`src/rtl/branch_predict_unit.sv`:
```
// Branch prediction and resolution unit: direct-mapped target table with 2-bit
// counters on the fetch side, outcome/mispredict resolution and training on the execute side.
module branch_predict_unit #(
  parameter int XLEN     = 32,
  parameter int ENTRIES  = 32,
  parameter int TAG_BITS = 8,
  parameter int CNT_W    = 32
) (
  input  logic              clk,
  input  logic              rst_n,
  input  logic [XLEN-1:0]   if_pc,
  output logic              pred_taken,
  output logic [XLEN-1:0]   pred_target,
  input  logic              ex_valid,
  input  logic [XLEN-1:0]   ex_pc,
  input  logic [6:0]        ex_opcode,
  input  logic [2:0]        ex_fun3,
  input  logic              ex_branch,
  input  logic              ex_zero,
  input  logic              ex_less_signed,
  input  logic              ex_less_unsigned,
  input  logic [XLEN-1:0]   ex_target,
  input  logic              ex_pred_taken,
  input  logic [XLEN-1:0]   ex_pred_target,
  output logic              ex_taken,
  output logic              mispredict,
  output logic [XLEN-1:0]   redirect_pc,
  output logic              illegal_branch,
  output logic [CNT_W-1:0]  perf_branches,
  output logic [CNT_W-1:0]  perf_mispredicts
);

  localparam int IDX = $clog2(ENTRIES);
  localparam logic [6:0]       OPC_JAL  = 7'b1101111;
  localparam logic [6:0]       OPC_JALR = 7'b1100111;
  localparam logic [XLEN-1:0]  PC_STEP  = {{(XLEN-3){1'b0}}, 3'b100};
  localparam logic [CNT_W-1:0] CNT_ONE  = {{(CNT_W-1){1'b0}}, 1'b1};
  localparam logic [CNT_W-1:0] CNT_MAX  = {CNT_W{1'b1}};

  logic                valid_q [ENTRIES];
  logic                valid_d [ENTRIES];
  logic [1:0]          ctr_q   [ENTRIES];
  logic [1:0]          ctr_d   [ENTRIES];
  logic [TAG_BITS-1:0] tag_q   [ENTRIES];
  logic [TAG_BITS-1:0] tag_d   [ENTRIES];
  logic [XLEN-1:0]     tgt_q   [ENTRIES];
  logic [XLEN-1:0]     tgt_d   [ENTRIES];
  logic [CNT_W-1:0]    perf_br_q, perf_br_d;
  logic [CNT_W-1:0]    perf_mp_q, perf_mp_d;

  logic [IDX-1:0]      if_idx_s, ex_idx_s;
  logic [TAG_BITS-1:0] if_tag_s, ex_tag_s;
  logic                if_hit_s, ex_hit_s;
  logic                is_jal_s, is_jalr_s;
  logic                taken_s, illegal_s, cond_br_s;
  logic                count_s, train_s, mispredict_s;

  assign if_idx_s  = if_pc[IDX+1:2];
  assign if_tag_s  = if_pc[IDX+TAG_BITS+1:IDX+2];
  assign ex_idx_s  = ex_pc[IDX+1:2];
  assign ex_tag_s  = ex_pc[IDX+TAG_BITS+1:IDX+2];
  assign is_jal_s  = (ex_opcode == OPC_JAL);
  assign is_jalr_s = (ex_opcode == OPC_JALR);
  assign if_hit_s  = valid_q[if_idx_s] && (tag_q[if_idx_s] == if_tag_s);
  assign ex_hit_s  = valid_q[ex_idx_s] && (tag_q[ex_idx_s] == ex_tag_s);

  // Fetch-side prediction straight from the registered table (no write bypass).
  always_comb begin
    pred_taken  = 1'b0;
    pred_target = if_pc + PC_STEP;
    if (if_hit_s && ctr_q[if_idx_s][1]) begin
      pred_taken  = 1'b1;
      pred_target = tgt_q[if_idx_s];
    end else begin
      pred_taken  = 1'b0;
      pred_target = if_pc + PC_STEP;
    end
  end

  // Execute-side outcome decode; jumps take precedence over the branch flag.
  always_comb begin
    taken_s   = 1'b0;
    illegal_s = 1'b0;
    cond_br_s = 1'b0;
    if (ex_valid) begin
      if (is_jal_s || is_jalr_s) begin
        taken_s = 1'b1;
      end else if (ex_branch) begin
        cond_br_s = 1'b1;
        case (ex_fun3)
          3'b000:         taken_s = ex_zero;
          3'b001:         taken_s = !ex_zero;
          3'b100:         taken_s = ex_less_signed;
          3'b101:         taken_s = !ex_less_signed;
          3'b110:         taken_s = ex_less_unsigned;
          3'b111:         taken_s = !ex_less_unsigned;
          3'b010, 3'b011: begin
            cond_br_s = 1'b0;
            illegal_s = 1'b1;
          end
          default: begin
            cond_br_s = 1'b0;
            illegal_s = 1'b1;
          end
        endcase
      end else begin
        taken_s = 1'b0;
      end
    end else begin
      taken_s = 1'b0;
    end
  end

  assign mispredict_s = ex_valid && ((taken_s != ex_pred_taken) ||
                                     (taken_s && (ex_pred_target != ex_target)));
  assign count_s = ex_valid && (is_jal_s || is_jalr_s || cond_br_s);
  // JALR targets are register-dependent, so only JAL and legal branches train.
  assign train_s = ex_valid && (is_jal_s || cond_br_s);

  // Resolution outputs, forced to zero while the execute slot is empty.
  always_comb begin
    ex_taken       = taken_s;
    illegal_branch = illegal_s;
    mispredict     = mispredict_s;
    redirect_pc    = {XLEN{1'b0}};
    if (ex_valid) begin
      redirect_pc = taken_s ? ex_target : (ex_pc + PC_STEP);
    end else begin
      redirect_pc = {XLEN{1'b0}};
    end
  end

  // Table training: update counters on a hit, allocate on a taken miss.
  always_comb begin
    valid_d = valid_q;
    ctr_d   = ctr_q;
    tag_d   = tag_q;
    tgt_d   = tgt_q;
    if (train_s) begin
      if (ex_hit_s) begin
        if (taken_s) begin
          ctr_d[ex_idx_s] = (ctr_q[ex_idx_s] == 2'b11) ? 2'b11 : ctr_q[ex_idx_s] + 2'b01;
          tgt_d[ex_idx_s] = ex_target;
        end else begin
          ctr_d[ex_idx_s] = (ctr_q[ex_idx_s] == 2'b00) ? 2'b00 : ctr_q[ex_idx_s] - 2'b01;
        end
      end else if (taken_s) begin
        valid_d[ex_idx_s] = 1'b1;
        tag_d[ex_idx_s]   = ex_tag_s;
        tgt_d[ex_idx_s]   = ex_target;
        ctr_d[ex_idx_s]   = 2'b10;
      end else begin
        valid_d[ex_idx_s] = valid_q[ex_idx_s];
      end
    end else begin
      valid_d[ex_idx_s] = valid_q[ex_idx_s];
    end
  end

  // Saturating performance counters.
  always_comb begin
    perf_br_d = perf_br_q;
    perf_mp_d = perf_mp_q;
    if (count_s && (perf_br_q != CNT_MAX)) begin
      perf_br_d = perf_br_q + CNT_ONE;
    end else begin
      perf_br_d = perf_br_q;
    end
    if (mispredict_s && (perf_mp_q != CNT_MAX)) begin
      perf_mp_d = perf_mp_q + CNT_ONE;
    end else begin
      perf_mp_d = perf_mp_q;
    end
  end

  assign perf_branches    = perf_br_q;
  assign perf_mispredicts = perf_mp_q;

  // State registers; reset wins over any same-edge training.
  always_ff @(posedge clk) begin
    if (!rst_n) begin
      for (int i = 0; i < ENTRIES; i++) begin
        valid_q[i] <= 1'b0;
        ctr_q[i]   <= 2'b01;
        tag_q[i]   <= {TAG_BITS{1'b0}};
        tgt_q[i]   <= {XLEN{1'b0}};
      end
      perf_br_q <= {CNT_W{1'b0}};
      perf_mp_q <= {CNT_W{1'b0}};
    end else begin
      valid_q   <= valid_d;
      ctr_q     <= ctr_d;
      tag_q     <= tag_d;
      tgt_q     <= tgt_d;
      perf_br_q <= perf_br_d;
      perf_mp_q <= perf_mp_d;
    end
  end

endmodule

```
`config.mk`:
```
export PLATFORM = sky130hd
export DESIGN_NAME = branch_predict_unit
export DESIGN_NICKNAME = d
export VERILOG_FILES = /design/src/rtl/branch_predict_unit.sv
export SDC_FILE = /design/constraint.sdc
export NUM_CORES = 2
export LEC_CHECK = 0
export CORE_MARGIN = 5
export CORE_UTILIZATION = 23
export DETAILED_ROUTE_END_ITERATION = 7
export PLACE_DENSITY_LB_ADDON = 0.15
export SKIP_CTS_REPAIR_TIMING = 1
export SLEW_MARGIN = 20
export SYNTH_ARGS = -nofsm -noshare
export SYNTH_HDL_FRONTEND = slang
export SYNTH_SLANG_ARGS = --single-unit
```
`constraint.sdc`:
```
create_clock -name clk -period 3.1 [get_ports clk]
set_input_delay 0.31 -clock clk [delete_from_list [all_inputs] [get_ports clk]]
set_output_delay 0.31 -clock clk [all_outputs]
set_load 0.01 [all_outputs]
```
==> results.txt <==
* Via count of the first global-routing pass: 58.2k
- A synthesized cell averages 9.51 um^2.
- Biggest area contributors in the synthesized netlist: sky130_fd_sc_hd__dfxtp_1 42%, sky130_fd_sc_hd__mux4_2 14%, sky130_fd_sc_hd__mux2i_1 13%, sky130_fd_sc_hd__nand2_1 6.2%, sky130_fd_sc_hd__nor2_1 4.9%
- Post-route clock period utilization: 1.50
- The tree built by TritonCTS fans out to 1440 sinks.
* Clock root buffer master: sky130_fd_sc_hd__clkbuf_16
- Top fanout value on the critical path: 3
- Counting flops with a built-in enable in the synthesized netlist gives 0.
- Final wirelength: 309 mm
- Cell area after placement: 83500 um^2
* Achievable Freq: 215 MHz
* Req. time, crit path: 2790 ps
- Status: complete, but fails checks
- Of the post-synthesis cell area, the dominant cell type holds 0.425.
- M1 GR Usage: 0.256
- The initial utilization of the core area, before any placement, comes to 0.231.
- Endpoint with the worst hold slack: tag_q[82]
- In this run the most used layer during global routing was met2.
* Slew @ Worst Pin: 995 ps
* Synthesized Nets: 7287
- Count of boundary I/O pins: 278
* Met2 track utilization from global routing: 0.324
- TritonCTS clock tree: yes
- Floorplan core area: 294000 um^2
- The count of final max-slew check failures was 0.
- Setup violations remaining at the end of the flow were counted as 337.
- Part of the Yosys area used for sequential elements: 0.425
* Pin count of the biggest net entering global routing: 112
- Setup crit end kind: primary output
* Global-route wire length before repair: 436 mm
- Share of async-settable or async-resettable flops after synthesis: 0
- Clock skew: 57.9 ps
* Number of clock buffers inserted by TritonCTS: 183
* Final routed wire length divided by cell count: 25.9 um
- The die covers 306000 um^2.
* Worst reg2reg path depth: 13
- The worst register-to-register path begins at tag_q[205].
- Vertical die dimension: 553 um
* Cell area after synthesis: 67800 um^2
- The floorplan step set the die width to 553 um.
* Share of cells above drive strength 1: 0.258
- The netlist uses 77 different library cells.
- For this run, the total global-route usage over all layers was measured as 0.193.
* IR Drop Worst-Case VDD: 0.429 mV
* Setup repair after global routing missed its margin: yes
- Arrival time at the worst endpoint: 4330 ps
- GRT overflow: 0
- The H-tree was split into 4 levels.
- For this run, design rule violations remaining after detail routing come to 0.
* Clock transition at the register clock pins on the worst setup and hold paths after CTS: 60 ps
- Port buffering added 277 buffers.
* Worst min-delay path startpoint: rst_n
- Min-Delay Path Class: input pin to register
* Violations in the final reports: negative setup slack
- The tool flagged a number of max-cap violations equal to 0.
- In this run the tightest slew margin relative to its limit is 0.337.
- The floorplan has 199 rows.
- The routed design could run at a clock period as short as 4640 ps.
* Leakage Power: 36.2 nW
- Vias: 58.1k
- R2r endpoint: ctr_q[3]
- Element type at the critical path start: register
* Final net count: 8055
- Among all flip-flop cells after synthesis, the most frequent one is sky130_fd_sc_hd__dfxtp_1.
- Cell taking the most area after synthesis: sky130_fd_sc_hd__dfxtp_1
* Gate count after technology mapping: 7134
- Worst Path Class, Setup: register to primary output
- Count of antenna-violating nets left after detailed routing: 0
- Depth of the worst hold-timing path: 3
- Violation count after the first detailed-routing iteration: 4493
- Across all setup checks in the final design, the least slack found is -1540 ps.
- Clock latency on the worst-skew pair: 860 ps
- For this run, the number of Yosys warnings is 0.
- The finished layout holds 12.0k standard cells, fillers aside.
- Synth-to-Final Area Change: 35.0%
* DP Cell Count: 11.6k
- Post-route cell area: 91600 um^2
- Dividing the detail-routed via count by the number of cells gives 4.86.
* Final Hold Violating Endpoints: 0
- Number of detailed-route iterations in the first pass: 5
* Power Density: 465 nW/um^2
- Summed over all failing endpoints, the final setup total negative slack is -65890 ps.
- The clock passes through at most 4 buffers.
- Fraction of met3 tracks used by global routing: 0.0266
* GP Congestion: 0.863
- Number of register bits inferred by synthesis: 1440
* Setup slack on the worst flop-to-flop path: -220 ps
- The initial antenna violation count is 15.
- Detailed placement finished with a half-perimeter wire length of 213 mm.
state kept, by name, summed over array words and instances, names as in the netlist:
name,count
ctr_q,64
valid_q,32
perf_branches,32
tgt_q,1024
perf_mispredicts,32
tag_q,256
how the worst max path moves through the flow:
stage | from | endpoint | slack (ps) | cells past startpoint
floorplan | if_pc[4] | pred_target[7] | -10 | 11
global placement | if_pc[3] | pred_target[6] | -2450 | 18
detailed placement | if_pc[3] | pred_target[7] | -1840 | 19
CTS | tag_q[33] | pred_target[7] | -2340 | 14
global route | tag_q[1] | pred_target[7] | -1650 | 14
finish | tag_q[1] | pred_target[7] | -1540 | 14
metrics by stage:
| step | setup WS [ps] | total power, mW | util | hold WS (ps) |
|---|---|---|---|---|
| final | -1540 | 42.6 | 0.312 | 53.6 |
| after global routing | -1650 | 44.1 | 0.312 | 19.1 |
| after CTS | -2340 | 43.1 | 0.303 | -108 |
| after detailed placement | -1840 | 22.2 | 0.284 | 443 |
| after global placement | -2450 | 22.2 | 0.284 | 438 |
| after floorplan | -11.2 | 20.5 | - | 433 |
layout make-up:
class	count	area, um^2
antenna	5	12.5
inverter	24	105
multi-input combinational	4946	38000
clock inverter	29	319
clock buffer	282	5350
fill	30200	202000
tap	3919	4900
timing repair buffer	1307	14100
sequential	1440	28800
report_power, final:
group / internal [mW] / total (mW) / switching (mW)
clock: 12.2 / 20.7 / 8.47
combinational: 1.22 / 3.32 / 2.10
sequential: 18.5 / 18.6 / 0.0222
cell usage after synthesis, drive strengths merged, types with 26 or more instances:
cell type,n
clkbuf,566
xor2,86
a211oi,27
nand4,26
xnor2,53
nand3,206
o21ai,186
buf,158
or3,28
o22ai,50
dfxtp,1440
a21oi,688
mux4,421
o221a,32
and3,34
a31oi,40
mux2i,851
nand2,1123
nor2,885
cells by family after synthesis:
group,Yosys count,synth area share
xor+xnor,139,0.0181
flops,1440,0.425
buf+inv,748,0.0461
fa+ha+maj,7,0.00129
compound gates,1090,0.0938
mux,1279,0.267
simple gates,2431,0.149
cell usage in the layout (no fill, tap or decap), types with 27 or more instances in the layout:
cell                              count
sky130_fd_sc_hd__a21oi_1            602
sky130_fd_sc_hd__a21oi_2             34
sky130_fd_sc_hd__a21oi_4             52
sky130_fd_sc_hd__and3_1              27
sky130_fd_sc_hd__buf_12             256
sky130_fd_sc_hd__buf_2               40
sky130_fd_sc_hd__buf_4              725
sky130_fd_sc_hd__buf_6               36
sky130_fd_sc_hd__clkbuf_1            60
sky130_fd_sc_hd__clkbuf_16          197
sky130_fd_sc_hd__clkbuf_8            38
sky130_fd_sc_hd__clkdlybuf4s50_1    162
sky130_fd_sc_hd__dfxtp_1           1432
sky130_fd_sc_hd__dlymetal6s2s_1      53
sky130_fd_sc_hd__mux2i_1            831
sky130_fd_sc_hd__mux4_2             421
sky130_fd_sc_hd__nand2_1           1116
sky130_fd_sc_hd__nand3_1            152
sky130_fd_sc_hd__nand3_4             32
sky130_fd_sc_hd__nor2_1             868
sky130_fd_sc_hd__o21ai_0            174
sky130_fd_sc_hd__o22ai_1             45
sky130_fd_sc_hd__xnor2_1             51
sky130_fd_sc_hd__xor2_1              80
critical path: stages (launching register included):
cell	delay [ps]
sky130_fd_sc_hd__dfxtp_2	320
sky130_fd_sc_hd__mux4_2	470
sky130_fd_sc_hd__mux2_4	320
sky130_fd_sc_hd__a221oi_4	310
sky130_fd_sc_hd__buf_4	170
sky130_fd_sc_hd__nor3_2	50
sky130_fd_sc_hd__or3_4	400
sky130_fd_sc_hd__nor4_4	240
sky130_fd_sc_hd__buf_4	210
sky130_fd_sc_hd__nand2_8	90
sky130_fd_sc_hd__buf_12	140
sky130_fd_sc_hd__mux2_4	300
sky130_fd_sc_hd__a211oi_4	240
sky130_fd_sc_hd__buf_4	150
sky130_fd_sc_hd__buf_6	90
metal layers:
metal,vias up,part of all wire
met2,1690,0.47
li1,26600,-
met4,0,0.039
met3,404,0.051
met5,-,0
met1,29400,0.44
No activity file was read; power rests on OpenSTA's default activity.
